File: src/rtl/spi_pin_conditioner.sv
// spi_pin_conditioner
//   Front end of the SPI memory. Brings the raw SPI pins into the clk domain
//   through two-flop synchronizers. Each channel then passes through an
//   optional glitch filter. Produces clean levels, one-cycle edge strobes for
//   sclk and cs, and a per-frame count of sclk rising edges.
//
//   Build option: define SPI_COND_FILTER_EN to enable the glitch filter.
//     Filter enabled:  a synchronized level must differ from the conditioned
//                      level on WAIT consecutive edges before it is accepted.
//                      The latency from a raw change to cond is WAIT+2 edges.
//     Filter disabled: the conditioned level follows the synchronizer
//                      directly. The latency is 3 edges and WAIT is ignored.
//
// Parameters
//   WAIT   consecutive differing samples required, 1..255 (filter builds only)
//   CNT_W  width of bit_count; the count wraps modulo 2^CNT_W
//
// Ports
//   clk        system clock, rising edge
//   reset      synchronous, active-high
//   sclk_raw   asynchronous SPI clock pin
//   cs_raw     asynchronous chip select pin, active low
//   mosi_raw   asynchronous MOSI pin
//   sclk_c     conditioned sclk level       (reset 0)
//   cs_c       conditioned cs level         (reset 1)
//   mosi_c     conditioned mosi level       (reset 0)
//   sclk_rise  one-cycle strobe, sclk_c 0->1
//   sclk_fall  one-cycle strobe, sclk_c 1->0
//   cs_fall    one-cycle strobe, frame start
//   cs_rise    one-cycle strobe, frame end
//   bit_count  sclk rising edges seen since the last cs_fall

module spi_pin_conditioner #(
    parameter int WAIT  = 3,
    parameter int CNT_W = 4
) (
    input  logic             clk,
    input  logic             reset,
    input  logic             sclk_raw,
    input  logic             cs_raw,
    input  logic             mosi_raw,
    output logic             sclk_c,
    output logic             cs_c,
    output logic             mosi_c,
    output logic             sclk_rise,
    output logic             sclk_fall,
    output logic             cs_fall,
    output logic             cs_rise,
    output logic [CNT_W-1:0] bit_count
);

    // Channel order inside the packed vectors: 0 = sclk, 1 = cs, 2 = mosi.
    localparam int         NCH  = 3;
    localparam logic [2:0] IDLE = 3'b010;

    if (WAIT < 1 || WAIT > 255) begin : g_bad_wait
        $error("spi_pin_conditioner: WAIT must be in 1..255");
    end

    logic [NCH-1:0] raw;
    logic [NCH-1:0] sync1;
    logic [NCH-1:0] sync2;
    logic [NCH-1:0] cond;
    logic [NCH-1:0] cond_d;

    assign raw = {mosi_raw, cs_raw, sclk_raw};

    // The synchronizers reset to the idle levels. This keeps the first
    // samples after reset from looking like a change.
    always_ff @(posedge clk) begin
        if (reset) begin
            sync1 <= IDLE;
            sync2 <= IDLE;
            cond  <= IDLE;
        end else begin
            sync1 <= raw;
            sync2 <= sync1;
            cond  <= cond_d;
        end
    end

    for (genvar i = 0; i < NCH; i++) begin : g_ch
`ifdef SPI_COND_FILTER_EN
        localparam logic [7:0] WAIT_M1 = 8'(WAIT - 1);

        logic [7:0] cnt;
        logic [7:0] cnt_d;
        logic       cond_nx;

        // cnt counts consecutive edges on which sync2 disagrees with cond.
        // Any agreeing sample restarts the count, so glitches shorter than
        // WAIT samples are discarded.
        always_comb begin
            cond_nx = cond[i];
            cnt_d   = cnt;
            if (sync2[i] == cond[i]) begin
                cnt_d = '0;
            end else if (cnt == WAIT_M1) begin
                cond_nx = sync2[i];
                cnt_d   = '0;
            end else begin
                cnt_d = cnt + 8'd1;
            end
        end

        always_ff @(posedge clk) begin
            if (reset) cnt <= '0;
            else       cnt <= cnt_d;
        end

        assign cond_d[i] = cond_nx;
`else
        assign cond_d[i] = sync2[i];
`endif
    end

    // The strobes are derived from the level that is being loaded this edge.
    // Each strobe is therefore high during the first cycle cond shows the new
    // value.
    logic sclk_rise_d;
    logic sclk_fall_d;
    logic cs_fall_d;
    logic cs_rise_d;

    assign sclk_rise_d =  cond_d[0] & ~cond[0];
    assign sclk_fall_d = ~cond_d[0] &  cond[0];
    assign cs_fall_d   = ~cond_d[1] &  cond[1];
    assign cs_rise_d   =  cond_d[1] & ~cond[1];

    // Reset takes priority over everything else. A cs 0->1 caused by reset
    // produces no strobe.
    always_ff @(posedge clk) begin
        if (reset) begin
            sclk_rise <= 1'b0;
            sclk_fall <= 1'b0;
            cs_fall   <= 1'b0;
            cs_rise   <= 1'b0;
            bit_count <= '0;
        end else begin
            sclk_rise <= sclk_rise_d;
            sclk_fall <= sclk_fall_d;
            cs_fall   <= cs_fall_d;
            cs_rise   <= cs_rise_d;
            // A frame start clears the count. If an sclk rise arrives in the
            // same edge as the frame start, that rise is not counted.
            if (cs_fall_d)
                bit_count <= '0;
            else if (sclk_rise_d && !cond_d[1])
                bit_count <= bit_count + CNT_W'(1);
        end
    end

    assign sclk_c = cond[0];
    assign cs_c   = cond[1];
    assign mosi_c = cond[2];

endmodule

File: config.mk
export PLATFORM = sky130hd
export DESIGN_NAME = spi_pin_conditioner
export DESIGN_NICKNAME = d
export VERILOG_FILES = /design/src/rtl/spi_pin_conditioner.sv
export SDC_FILE = /design/constraint.sdc
export NUM_CORES = 1
export LEC_CHECK = 0
export BUFFER_PORTS_ARGS = -buffer_cell sky130_fd_sc_hd__buf_2
export CELL_PAD_IN_SITES_DETAIL_PLACEMENT = 1
export CELL_PAD_IN_SITES_GLOBAL_PLACEMENT = 2
export CORE_MARGIN = 4
export CORE_UTILIZATION = 31
export DETAILED_ROUTE_END_ITERATION = 6
export GPL_ROUTABILITY_DRIVEN = 1
export GPL_TIMING_DRIVEN = 0
export PLACE_DENSITY_LB_ADDON = 0.1
export RECOVER_POWER = 100
export SLEW_MARGIN = 20
export SYNTH_ARGS = -nofsm -noshare
export SYNTH_HDL_FRONTEND = slang
export SYNTH_SLANG_ARGS = --single-unit
export TNS_END_PERCENT = 5
File: constraint.sdc
create_clock -name clk -period 2.19 [get_ports clk]
set_input_delay 0.1095 -clock clk [delete_from_list [all_inputs] [get_ports clk]]
set_output_delay 0.1095 -clock clk [all_outputs]
set_load 0.02 [all_outputs]
==> impl_metrics.ini, run 1 <==
[status]
status = completed

[logic_synthesis]
syn_avg_cell_area_um2 = 11.42
synth_seq_cells = 17
yosysSeqAreaShare_pct = 62.10
syn_nets = 54
ys_types = 19
synth_cells = 48
yosysWarnings = 0
syn_area_um2 = 548.0

[finish]
final_cell_area_um2 = 685.7
fillers = 198
seq_area_um2 = 340.3
multi_input_area_um2 = 196.4
area_growth_pct = 25.11
finalNetCount = 76
drive_above_1_share_pct = 18.84
antenna_cells = 0

[clocking]
cts-htree-levels = 1
cts.root.buffer_cell = clkbuf_4
cts_resized = 0
post_cts_buffers = 0
cts_buffer_depth = 2
cts_tree = yes
cts_buffers = 3
cts_hold_buffers = 2
clkLatencyLatePin_ns = 0.28
cts_sinks = 17
clk_pin_slew_ns = 0.10

[route]
first_pass_iters = 2
wl_um = 895
antenna_left = 0
vias_per_cell = 4.118
wire_per_inst_um = 9.624
via_count = 383
drc = 0
drt-initial-drc-count = 1

[die]
start_util_pct = 34.38
coreArea_um2 = 1594
die_area_um2 = 2505
die_x_um = 50.05
io_pins = 16
row_count = 14
die_height_um = 50.05

[setup_path]
path_class = flop to flop
arrival_ns = 1.54
worstSetupEndpointType = flop
required_ns = 2.42
critPathMaxFanout = 5
worstSetupStartpointType = flop

[min_path]
hp-class = input pin to flop

[timing]
finalSetupTns_ns = 0
period_needed_ns = 1.310
slew_viol_final = 0
setup_violations = 0
fmax_mhz = 763.5
fin_crit_sh_pct = 59.81
whs_ns = 0.02881
rsz0062_at_grt = no
clock_skew_ns = 0.003392
hold_viol_final = 0
worst_slew_pin_slew_ns = 0.3881
slew_headroom_pct = 74.13

[global_routing]
overflow = 0
grt_usage_pct = 7.428
grt_max_degree = 11
antenna_found_initial = 0
grt_pass1_vias = 336
grt_pass1_wl_um = 1380

[place]
placed_cell_area_um2 = 653.1
hpwlAfterDp_um = 667.3
globalplace.congestion = 0.6777
portBuffers = 15

[pwr]
p_total_mw = 0.5096
irDropWorstVdd_v = 0.0003605
p_per_area_nw_per_um2 = 743.2
leakage_nw = 0.2738

[run]
cap_violations = 0
## state kept, by name (all words and copies together) (netlist names)
register	cells
cs_fall	1
sync1	3
sclk_rise	1
cond	3
bit_count	4
cond_d	3
sclk_fall	1
cs_rise	1
## Yosys cell counts (all sizes together)
| cell | instances | area [um2] |
|---|---|---|
| nor2 | 4 | 15.01 |
| nor3 | 1 | 5.000 |
| or2 | 3 | 18.77 |
| xnor2 | 2 | 17.52 |
| ha | 1 | 12.51 |
| or3b | 1 | 8.760 |
| nor3b | 2 | 20.02 |
| mux2i | 1 | 10.01 |
| inv | 2 | 7.510 |
| a21oi | 1 | 8.760 |
| nor2b | 7 | 43.79 |
| and4bb | 1 | 12.51 |
| clkbuf | 1 | 3.750 |
| or3 | 1 | 6.260 |
| a21o | 1 | 7.510 |
| o21ai | 1 | 5.000 |
| nand3 | 1 | 5.000 |
| dfxtp | 17 | 340.3 |
## routing by layer
metal  part of all wire, %  track usage (%)
met1                    45            8.711
met5                     0                0
met2                    45            11.52
met4                     0            4.147
met3                   9.3            2.711
## kinds of logic (layout without fill, tap and decap cells)
group	count (synthesis)	count (layout)	share of synthesized area [%]
and+or+nand+nor	21	21	24.66
DFF	17	17	62.10
AOI/OAI and AO/OA	3	3	3.881
buffers and inverters	3	24	2.055
xor gates and xnor gates	2	2	3.197
adders and majority gates	1	1	2.283
muxes	1	1	1.827
## worst max-delay path, cell delays in order (launching register included)
cell	delay, ns
dfxtp_1	0.38
or3b_1	0.37
or3_1	0.37
a21oi_2	0.13
## worst paths after layout
check | startpoint | endpoint | slack (ns) | cells after the start
max | cond_d[0] | bit_count[3] | 0.88 | 3
min | mosi_raw | sync1[2] | 0.03 | 2
max reg2reg | cond_d[0] | bit_count[3] | 0.88 | 3
min reg2reg | sync1[1] | cond_d[1] | 0.42 | 1
## cell usage in the layout, fill, tap and decap left out, drive strengths merged
master	instances
inv	2
nor3b	2
a21o	1
dfxtp	17
a21oi	1
xnor2	2
or3	1
dlygate4sd3	2
nor2b	7
nand3	1
buf	3
clkinv	1
or3b	1
clkbuf	16
or2	3
and4bb	1
mux2i	1
nor2	4
nor3	1
o21ai	1
ha	1
## power breakdown
| part | internal, mW | leakage, nW | total, mW | switching (mW) |
|---|---|---|---|---|
| Clock | 0.0678 | 0.0177 | 0.162 | 0.0947 |
| Combinational | 0.0125 | 0.117 | 0.0258 | 0.0134 |
| Sequential | 0.317 | 0.139 | 0.321 | 0.00404 |
| Total | 0.397 | 0.274 | 0.510 | 0.112 |
## stage by stage
step / instances / setup slack [ns] / util [%]
final: 93 / 0.8802 / 43.01
after global placement: 87 / 0.9057 / 40.97
after global routing: 93 / 0.8217 / 43.01
after CTS: 93 / 0.8625 / 43.96
after detailed placement: 87 / 0.8900 / 40.97
after floorplan: 48 / 0.8799 / -
## final cells by class
type	count	area share (%)
plain buffers	1	0.5474
clock buffers	3	3.285
clock inverters	1	0.7299
inverters	2	1.095
well taps	24	4.380
multi-input cells	28	28.65
repair buffers	17	11.68
flip-flops and latches	17	49.63
No activity file was read; power rests on OpenSTA's default activity.
==> run 2: changes to the inputs <==
--- a/config.mk
+++ b/config.mk
@@ -9,7 +9,7 @@
 export CELL_PAD_IN_SITES_DETAIL_PLACEMENT = 1
 export CELL_PAD_IN_SITES_GLOBAL_PLACEMENT = 2
 export CORE_MARGIN = 4
-export CORE_UTILIZATION = 31
+export CORE_UTILIZATION = 29
 export DETAILED_ROUTE_END_ITERATION = 6
 export GPL_ROUTABILITY_DRIVEN = 1
 export GPL_TIMING_DRIVEN = 0
==> constraint.sdc (replaced) <==
create_clock -name clk -period 1.31 [get_ports clk]
set_input_delay 0.0655 -clock clk [delete_from_list [all_inputs] [get_ports clk]]
set_output_delay 0.0655 -clock clk [all_outputs]
set_load 0.02 [all_outputs]
==> run 2 against run 1 <==
Sequential share of layout area fell by 2.8 points. Via count rose by 6.5%. Clock-buffer cell count rose by 1. Total power rose by 68%. Maximum frequency rose by 5.3%. Clock skew barely moved. Setup slack got worse by 0.81 ns. Design area rose by 6.8%. Final cell count rose by 5.4%. Sequential power rose by 67%.
==> impl_metrics.ini, run 2 (synthesized netlist as in run 1, its figures left out) <==
[status]
status = completed

[finish]
final_cell_mix = 15 x dfxtp_1, 13 x clkbuf_1, 7 x nor2b_1
drive_above_1_share_pct = 26.03
fillers = 213
antenna_cells = 0
area_growth_pct = 33.56
finalNetCount = 80
final_common_cell = dfxtp_1
seq_area_um2 = 342.8
largest_reg_flops = 4
largest-register = bit_count
multi_input_area_um2 = 203.9

[setup_path]
startpoint = cond_d[1]
worstSetupEndpointType = flop
critPathMaxFanout = 4
arrival_ns = 1.47
required_ns = 1.54
path_class = flop to flop
r2r_start = cond_d[1]
worstSetupStartpointType = flop

[min_path]
hp-class = flop to flop
worstHoldStart = sync1[1]

[route]
wl_um = 927
drt-initial-drc-count = 3
drc = 0
vias_per_cell = 4.163
antenna_left = 0
via_count = 408
wire_per_inst_um = 9.459
first_pass_iters = 4

[timing]
finalWorstSetupSlack_ns = 0.06595
fmax_mhz = 803.8
worst_slew_pin_slew_ns = 0.3592
rsz0062_at_grt = no
hold_viol_final = 0
clock_skew_ns = 0.003854
finalSetupTns_ns = 0
fin_crit_sh_pct = 94.97
slew_headroom_pct = 76.05
setup_violations = 0
period_needed_ns = 1.244
slew_viol_final = 0

[clocking]
cts_buffer_depth = 2
cts_buffers = 3
cts_tree = yes
clkLatencyLatePin_ns = 0.28
cts-htree-levels = 1
cts_sinks = 17
clk_pin_slew_ns = 0.09
cts.root.buffer_cell = clkbuf_4

[global_routing]
grt_pass1_vias = 353
met1_usage_pct = 9.091
met3_usage_pct = 5.248
use_met2_pct = 11.65
antenna_found_initial = 0
grt_pass1_wl_um = 1490
top_usage_layer = met2
grt_usage_pct = 7.893
overflow = 0
grt_max_degree = 11

[pwr]
pwr-share-comb_pct = 6.1
swShare_pct = 20.74
clkPwrFrac_pct = 31.0
irDropWorstVdd_v = 0.0007637
p_per_area_nw_per_um2 = 1167
seq_power_share_pct = 62.9
leakage_nw = 0.2966
power.internal_mw = 0.6768
power.switching_mw = 0.1771

[place]
dp_slack_ns = 0.02262
hpwlAfterDp_um = 644.6
portBuffers = 15
globalplace.congestion = 0.6692

[die]
row_count = 15
io_pins = 16
coreArea_um2 = 1764
die_height_um = 51.47
die_area_um2 = 2649
die_x_um = 51.47
start_util_pct = 31.06

[run]
cap_violations = 0
[run 2: area by class of cell]
| class | instances | share of cell area [%] |
|---|---|---|
| Multi-Input combinational cell | 28 | 27.86 |
| Inverter | 2 | 1.026 |
| Sequential cell | 17 | 46.84 |
| Timing Repair Buffer | 21 | 15.90 |
| Buffer | 1 | 0.5128 |
| Tap cell | 25 | 4.274 |
| Clock buffer | 4 | 3.590 |
[run 2: worst paths after layout]
path | endpoint | slack, ns | depth (start not counted)
worst max-delay path | bit_count[3] | 0.07 | 3
worst min register to register | cond_d[1] | 0.42 | 1
worst max register to register | bit_count[3] | 0.07 | 3
worst min-delay path | cond_d[1] | 0.42 | 1
[run 2: repair_timing]
item / 4_1_cts / 5_1_grt
gates resized for setup: 1 / 4
endpoints found under the hold margin: 4 / 0
endpoints found under the setup margin: 1 / 1
hold buffers: 4 / 0
setup buffers: 0 / 2
pin swaps: 0 / 1
[run 2: routing by layer]
| layer | part of all wire, % | wire, um |
|---|---|---|
| met4 | 0 | 0 |
| met3 | 9.3 | 86 |
| met2 | 46 | 426 |
| met5 | 0 | 0 |
| met1 | 45 | 414 |
[run 2: metrics by stage]
stage	instance area, um2	hold slack [ns]	utilization, %	instances	power [mW]
after floorplan	549.3	0.1372	-	48	0.5741
after global placement	655.6	0.2502	37.16	88	0.5903
after detailed placement	655.6	0.2518	37.16	88	0.5904
after CTS	723.2	0.4201	40.99	96	0.8706
after global routing	732.0	0.4274	41.49	98	0.9117
final	732.0	0.4195	41.49	98	0.8539
[run 2: power by group through the flow]
stage	Sequential (mW)	Combinational (mW)	Clock (mW)
3_3_place_gp	0.549	0.0412	0
6_report	0.537	0.0522	0.265
2_1_floorplan	0.555	0.0191	0
5_1_grt	0.539	0.0577	0.315
3_5_place_dp	0.549	0.0410	0
4_1_cts	0.538	0.0499	0.283
[run 2: critical path, cell delays in order, from the launching register on]
cell and delay (ns):
dfxtp_1 0.34, or3b_4 0.40, or3_4 0.33, a21oi_2 0.12
==> run 3: changes to the inputs <==
--- a/config.mk
+++ b/config.mk
@@ -6,7 +6,7 @@
 export NUM_CORES = 1
 export LEC_CHECK = 0
 export BUFFER_PORTS_ARGS = -buffer_cell sky130_fd_sc_hd__buf_2
-export CELL_PAD_IN_SITES_DETAIL_PLACEMENT = 1
+export CELL_PAD_IN_SITES_DETAIL_PLACEMENT = 2
 export CELL_PAD_IN_SITES_GLOBAL_PLACEMENT = 2
 export CORE_MARGIN = 4
 export CORE_UTILIZATION = 29
==> run 3 against run 2 <==
Final cell count stayed put. Critical path type unchanged. Combinational power grew 2%. Non-clock buffer count is the same. Worst hold slack improved by 0.011 ns.
==> impl_metrics.ini, run 3 (synthesized netlist as in run 1, its figures left out) <==
[route]
via_count = 428
first_pass_iters = 1
drc = 0
vias_per_cell = 4.367
antenna_left = 0
drt-initial-drc-count = 0
wire_per_inst_um = 11.67
wl_um = 1144

[status]
status = completed

[timing]
clock_skew_ns = 0.007304
slew_viol_final = 0
finalSetupTns_ns = 0
worst_slew_pin_slew_ns = 0.4019
fin_crit_sh_pct = 96.56
rsz0062_at_grt = no
fmax_mhz = 790.6
hold_viol_final = 0
period_needed_ns = 1.265
slew_headroom_pct = 73.21
setup_violations = 0

[global_routing]
overflow = 0
grt_max_degree = 11
grt_usage_pct = 10.73
antenna_found_initial = 0
grt_pass1_vias = 460
grt_pass1_wl_um = 1966

[die]
start_util_pct = 31.06
die_area_um2 = 2649
row_count = 15
coreArea_um2 = 1764
die_x_um = 51.47
die_height_um = 51.47
io_pins = 16

[clocking]
cts-htree-levels = 1
clk_pin_slew_ns = 0.10
clkLatencyLatePin_ns = 0.30
cts_tree = yes
cts_sinks = 17
cts_buffer_depth = 2
cts_buffers = 3
cts.root.buffer_cell = clkbuf_4

[finish]
final_cell_mix = 15 x dfxtp_1, 13 x clkbuf_1, 7 x nor2b_1
final_cell_area_um2 = 726.9
stdcell_count = 98
area_growth_pct = 32.65
largest-register = bit_count
drive_above_1_share_pct = 24.66
final_common_cell = dfxtp_1
largest_reg_flops = 4
antenna_cells = 0
finalNetCount = 80

[run]
cap_violations = 0

[setup_path]
critPathSlowestCell = dfxtp_4
path_class = flop to flop
worstSetupStartpointType = flop
critPathMaxFanout = 6
crit_chain = or3b_4, or3_1, a21oi_2
slowest_delay_ns = 0.38
required_ns = 1.55
arrival_ns = 1.50
worstSetupEndpointType = flop

[place]
hpwlAfterDp_um = 776.7
portBuffers = 15
globalplace.congestion = 0.6692
placed_cell_area_um2 = 655.6
dp.cells = 88

[pwr]
irDropWorstVdd_v = 0.0004805
leakage_nw = 0.2938
p_per_area_nw_per_um2 = 1207

[min_path]
hp-class = flop to flop
==> run 3: what timing repair did <==
action                                 in CTS  in global routing
gates resized for setup                     2                  2
endpoints found under the hold margin       5                  0
setup endpoints to repair                   1                  1
hold buffers                                4                  0
gates cloned                                0                  0
setup buffers                               1                  1
pin swaps                                   0                  1
==> run 3: path summary, 6_finish.rpt <==
path | startpoint | to | slack, ns | cells after the start
worst min register to register | sync1[1] | cond_d[1] | 0.43 | 1
worst max-delay path | cond[0] | bit_count[3] | 0.05 | 3
worst max register to register | cond[0] | bit_count[3] | 0.05 | 3
worst min-delay path | sync1[1] | cond_d[1] | 0.43 | 1
==> run 3: power breakdown <==
| group | leakage (nW) | internal (mW) | switching (mW) | total, mW |
|---|---|---|---|---|
| Sequential | 0.140 | 0.529 | 0.00619 | 0.535 |
| Combinational | 0.136 | 0.0273 | 0.0259 | 0.0531 |
| Clock | 0.0177 | 0.114 | 0.175 | 0.289 |
| Total | 0.294 | 0.671 | 0.207 | 0.877 |
==> run 3: final cells by class <==
cell class	count	area, um2
inverters	2	7.507
plain buffers	1	3.754
clock inverters	1	5.005
well taps	25	31.28
repair buffers	21	112.6
flip-flops and latches	17	345.3
clock buffers	3	22.52
multi-input cells	28	198.9
fillers	206	1037
==> run 3: critical path, delay by kind of cell (launching register included) <==
family           cells  cell delay [ns]
AND/OR/NAND/NOR      2             0.71
AO/OA/AOI/OAI        1             0.13
flip-flops           1             0.38
==> run 3: layer usage <==
layer	vias up	global-route usage (%)	wire [um]
met5	-	0	0
met4	0	9.170	36
met3	3	2.624	85
met2	14	18.01	571
met1	205	10.99	451
li1	206	-	-
==> run 3: metrics by stage <==
stage / setup WS, ns / utilization, % / power, mW / hold slack [ns]
2_1_floorplan: 0.05171 / - / 0.5741 / 0.1372
3_3_place_gp: 0.02973 / 37.16 / 0.5903 / 0.2502
3_5_place_dp: -0.0007573 / 37.16 / 0.5920 / 0.2526
4_1_cts: 0.002030 / 41.56 / 0.8956 / 0.4295
5_1_grt: 0.01137 / 41.21 / 0.9388 / 0.4413
6_report: 0.04511 / 41.21 / 0.8772 / 0.4309
